[src/rtl/mul_pipeline.sv]
// Fixed-latency RV32M multiplier pipe (MUL/MULH/MULHSU/MULHU) with global freeze, kill and rd lookup.
// Optional MUL_PIPE_PERF_EN macro adds the perf_issued / perf_stall counters.
module mul_pipeline #(
  parameter int XLEN   = 32,
  parameter int STAGES = 5,
  parameter int RD_W   = 5
) (
  input  logic            clk,
  input  logic            rst,
  input  logic            in_valid,
  output logic            in_ready,
  input  logic [1:0]      in_op,
  input  logic [XLEN-1:0] in_rs1,
  input  logic [XLEN-1:0] in_rs2,
  input  logic [RD_W-1:0] in_rd,
  input  logic            kill,
  output logic            out_valid,
  input  logic            out_ready,
  output logic [XLEN-1:0] out_result,
  output logic [RD_W-1:0] out_rd,
  input  logic [RD_W-1:0] chk_rd,
  output logic            chk_hit,
  output logic            busy
`ifdef MUL_PIPE_PERF_EN
  ,
  output logic [31:0]     perf_issued,
  output logic [31:0]     perf_stall
`endif
);

  localparam int PW = 2*XLEN;
  localparam logic [1:0] OP_MUL   = 2'd0;
  localparam logic [1:0] OP_MULH  = 2'd1;
  localparam logic [1:0] OP_MULHU = 2'd3;

  logic [STAGES-1:0] v;
  logic [RD_W-1:0]   rd_q  [STAGES];
  logic [1:0]        op_q  [STAGES];
  logic signed [XLEN:0] a_q, b_q;
  logic signed [XLEN:0] a_ext, b_ext;
  logic [PW-1:0]     prod_q [1:STAGES-1];
  logic signed [PW-1:0] a_w, b_w, prod_next;

  logic hold;
  logic accept;

  assign hold     = v[STAGES-1] & ~out_ready;
  assign in_ready = ~hold;
  assign accept   = in_valid & ~hold & ~kill;

  always_comb begin
    a_ext = (in_op == OP_MULHU) ? {1'b0, in_rs1} : {in_rs1[XLEN-1], in_rs1};
    b_ext = (in_op == OP_MUL || in_op == OP_MULH) ? {in_rs2[XLEN-1], in_rs2} : {1'b0, in_rs2};
  end

  // Only the low 2*XLEN bits of the (2*XLEN+2)-bit signed product ever reach a result,
  // so the operands are sign-extended just far enough to produce those bits exactly.
  assign a_w       = {{(PW-XLEN-1){a_q[XLEN]}}, a_q};
  assign b_w       = {{(PW-XLEN-1){b_q[XLEN]}}, b_q};
  assign prod_next = a_w * b_w;

  // Kill wins over hold: the whole pipe empties at the next edge.
  always_ff @(posedge clk or posedge rst) begin
    if (rst) begin
      v <= '0;
    end else if (kill) begin
      v <= '0;
    end else if (!hold) begin
      v <= {v[STAGES-2:0], accept};
    end
  end

  always_ff @(posedge clk or posedge rst) begin
    if (rst) begin
      for (int i = 0; i < STAGES; i++) begin
        rd_q[i] <= '0;
        op_q[i] <= '0;
      end
      a_q <= '0;
      b_q <= '0;
    end else if (!hold) begin
      rd_q[0] <= in_rd;
      op_q[0] <= in_op;
      a_q     <= a_ext;
      b_q     <= b_ext;
      for (int i = 1; i < STAGES; i++) begin
        rd_q[i] <= rd_q[i-1];
        op_q[i] <= op_q[i-1];
      end
    end
  end

  always_ff @(posedge clk or posedge rst) begin
    if (rst) begin
      for (int i = 1; i < STAGES; i++) begin
        prod_q[i] <= '0;
      end
    end else if (!hold) begin
      prod_q[1] <= prod_next;
      for (int i = 2; i < STAGES; i++) begin
        prod_q[i] <= prod_q[i-1];
      end
    end
  end

  assign out_valid  = v[STAGES-1] & ~kill;
  assign out_rd     = rd_q[STAGES-1];
  assign out_result = (op_q[STAGES-1] == OP_MUL) ? prod_q[STAGES-1][XLEN-1:0]
                                                 : prod_q[STAGES-1][PW-1:XLEN];
  assign busy       = |v;

  always_comb begin
    chk_hit = 1'b0;
    for (int i = 0; i < STAGES; i++) begin
      if (v[i] && (rd_q[i] == chk_rd)) chk_hit = 1'b1;
    end
    if (chk_rd == '0) chk_hit = 1'b0;
  end

`ifdef MUL_PIPE_PERF_EN
  always_ff @(posedge clk or posedge rst) begin
    if (rst) begin
      perf_issued <= '0;
      perf_stall  <= '0;
    end else begin
      if (accept) perf_issued <= perf_issued + 32'd1;
      if (hold)   perf_stall  <= perf_stall + 32'd1;
    end
  end
`endif

endmodule

[config.mk]
export PLATFORM = sky130hd
export DESIGN_NAME = mul_pipeline
export DESIGN_NICKNAME = d
export VERILOG_FILES = /design/src/rtl/mul_pipeline.sv
export SDC_FILE = /design/constraint.sdc
export NUM_CORES = 2
export LEC_CHECK = 0
export BUFFER_PORTS_ARGS = -buffer_cell sky130_fd_sc_hd__clkbuf_2
export CAP_MARGIN = 20
export CELL_PAD_IN_SITES_DETAIL_PLACEMENT = 0
export CELL_PAD_IN_SITES_GLOBAL_PLACEMENT = 2
export CORE_ASPECT_RATIO = 1.25
export CORE_MARGIN = 3
export CORE_UTILIZATION = 42
export DETAILED_ROUTE_END_ITERATION = 6
export GPL_TIMING_DRIVEN = 1
export PLACE_DENSITY_LB_ADDON = 0.25
export SYNTH_ARGS = -nofsm -noshare
export SYNTH_HDL_FRONTEND = slang
export SYNTH_SLANG_ARGS = --single-unit
[constraint.sdc]
create_clock -name clk -period 12.8 [get_ports clk]
set_input_delay 1.28 -clock clk [delete_from_list [all_inputs] [get_ports clk]]
set_output_delay 1.28 -clock clk [all_outputs]
set_load 0.02 [all_outputs]
==> reports/metrics.yaml <==
synth_nets: 7135
place_inst: 7199
finalClockSkew_ps: 64.4
cts_sinks: 362
stdcell_count: 7282
h-tree-depth: 2
die_h_um: 401
die_w_um: 322
ff2ff_path_depth: 25
clock_latency_ps: 640
worst_pin_slew_ps: 1040
cts_tree: "built"
tns_ps: 0
crit_fanout: 33
nFillCells: 12400
ys_seq_area_share_pct: 17.3
drtIter0Drc: 2193
status: "complete, no violations"
synth_edf_count: 0
die_area_mm2: 0.129
hpwl_um: 111000
cts_resized: 0
rsz0062_at_grt: "false"
rows: 144
io_buffers: 121
area_growth_pct: 6.60
slowest_delay_ps: 1050
slew_headroom_pct: 30.4
wire_per_inst_um: 20.5
ios: 122
multi_input_area_mm2: 0.0381
grt_usage_pct: 24.1
vias_per_cell: 5.01
ff_latch_area_mm2: 0.00908
setup_viol: 0
avgSynthCellArea_um2: 9.18
placeableCoreArea_mm2: 0.124
synthCells: 5717
grt_first_pass_wirelength_um: 239000
initial_utilization_pct: 42.5
cts_hold_buffers: 0
ys_warn_count: 0
synth_cell_types: 72
required_ps: 13310
period_needed_ps: 8720
netlist_area_mm2: 0.0525
drc_errors: 0
grt_pass1_vias: 39800
cp-end-kind: "flip-flop"
vias: 36500
antenna_left: 0
antenna_found_initial: 3
cts-buffers-inserted: 44
layout-drive-gt1-share_pct: 5.92
finalHoldViolCount: 0
grt_max_degree: 147
first_pass_iters: 5
cp-start-kind: "flip-flop"
synth-seq-cells: 362
grt-ovfl-total: 0
drt_wl_total_um: 149000
worst_path_max_delay_cell: "fa_1"
critical_path_arrival_ps: 9230
whs_path_depth: 2
maxCapViolCount: 0
clock_path_buffers: 3
clk_pin_slew_ps: 80
async_reset_ff_share_pct: 100
worstSetupPathType: "flip-flop to flip-flop"
gp_congestion: 0.881
fmax_mhz: 115
drv_slew: 0
post-cts-setup-buffer-count: 0
worst_path_most_repeated_cell: "fa_1"
worst_slack_ps: 4080
synth_ff_type: "dfrtp_1"
hold_path.class: "flip-flop to flip-flop"
dp_slack_ps: 4100
nNetsFinal: 7057
root_buffer: "clkbuf_16"
timing.final.crit_share_pct: 68.1
[registers in the layout, indices dropped and copies added (netlist names)]
signal	count
out_rd	5
op_q	10
prod_q	256
b_q	33
a_q	33
v	5
rd_q	20
[cells in the final DEF, fill, tap and decap left out, types with 7 or more instances in the layout]
master | Yosys | final
o21ai_0 | 40 | 40
o21ai_1 | 10 | 10
nor2b_1 | 30 | 29
a21o_1 | 25 | 25
buf_4 | 7 | 65
nand3_1 | 16 | 16
xnor2_1 | 49 | 49
a31oi_1 | 10 | 10
xor2_1 | 45 | 45
dfrtp_2 | 0 | 19
and3_1 | 9 | 9
fa_1 | 1125 | 1125
nand2_1 | 1478 | 1478
nor2_1 | 79 | 78
nand2b_1 | 13 | 13
clkbuf_8 | 0 | 10
a21oi_1 | 104 | 104
clkbuf_2 | 0 | 121
inv_1 | 1093 | 1092
clkinv_2 | 0 | 9
nand4_1 | 10 | 10
ha_1 | 212 | 212
and2_1 | 546 | 546
a211oi_1 | 10 | 10
o21bai_1 | 14 | 14
clkbuf_16 | 0 | 44
dfrtp_1 | 362 | 343
mux2_2 | 32 | 32
nor4_1 | 7 | 7
and4_1 | 7 | 7
o211ai_1 | 9 | 9
[through the flow]
stage	utilization (%)	hold slack [ps]	cell area, um2
after floorplan	-	433	52500
after global placement	44.0	444	54400
after detailed placement	44.1	450	54500
after CTS	45.3	425	55900
after global routing	45.3	473	55900
final	45.3	433	55900
[cell families after synthesis]
kind of cell / count (synthesis) / share of synthesized area (%)
adders and majority gates: 1337 / 48.0
buffers and inverters: 1407 / 10.1
DFF: 362 / 17.3
and+or+nand+nor: 2214 / 19.0
muxes: 33 / 0.706
xor gates and xnor gates: 94 / 1.57
AOI/OAI and AO/OA: 270 / 3.31
[final timing paths]
kind                             start     endpoint  slack, ps
max                            a_q[32]  prod_q[254]       4080
min                        prod_q[130]   prod_q[66]        430
max reg2reg                    a_q[32]  prod_q[254]       4080
min reg2reg                prod_q[130]   prod_q[66]        430
max in group asynchronous          rst       a_q[5]       9830
min in group asynchronous          rst      a_q[29]        790
[critical path, delay by kind of cell, from the launching register on]
kind | cells | cell delay [ps]
compound gates | 9 | 1640
fa+ha+maj | 9 | 5280
flops | 1 | 330
simple gates | 1 | 150
buf+inv | 6 | 1170
[cell usage after synthesis (all sizes together), types with 7 or more instances]
| cell type | n | area share [%] |
|---|---|---|
| a211oi | 10 | 0.14 |
| a21o | 25 | 0.36 |
| a21oi | 107 | 1.1 |
| a31oi | 11 | 0.16 |
| and2 | 547 | 6.5 |
| and3 | 9 | 0.11 |
| and4 | 8 | 0.14 |
| buf | 15 | 0.19 |
| clkbuf | 297 | 2.1 |
| dfrtp | 362 | 17 |
| fa | 1125 | 43 |
| ha | 212 | 5.1 |
| inv | 1095 | 7.8 |
| mux2 | 32 | 0.69 |
| nand2 | 1479 | 11 |
| nand2b | 13 | 0.15 |
| nand3 | 16 | 0.15 |
| nand4 | 10 | 0.12 |
| nor2 | 79 | 0.57 |
| nor2b | 30 | 0.36 |
| nor4 | 7 | 0.083 |
| o211ai | 10 | 0.15 |
| o21ai | 50 | 0.48 |
| o21bai | 14 | 0.20 |
| xnor2 | 49 | 0.82 |
| xor2 | 45 | 0.75 |
[per-layer routing]
| layer | part of all wire, % | routed length [um] | global-route usage, % |
|---|---|---|---|
| met3 | 5.0 | 7520 | 2.93 |
| met4 | 1.8 | 2700 | 4.64 |
| met2 | 47 | 70600 | 39.4 |
| met5 | 0.0087 | 13 | 0 |
| met1 | 46 | 68500 | 34.7 |
[layout make-up]
| cell class | count | area share [%] |
|---|---|---|
| Tap cell | 1606 | 3.59 |
| Inverter | 1095 | 7.38 |
| Multi-Input combinational cell | 3948 | 68.1 |
| Clock buffer | 60 | 2.25 |
| Clock inverter | 22 | 0.385 |
| Timing Repair Buffer | 188 | 2.03 |
| Sequential cell | 362 | 16.2 |
| Antenna cell | 1 | 0.00447 |
Power is left out: the tool's default activity adds up to more than one toggle a clock period on the data nets, which glitch-free logic cannot reach.
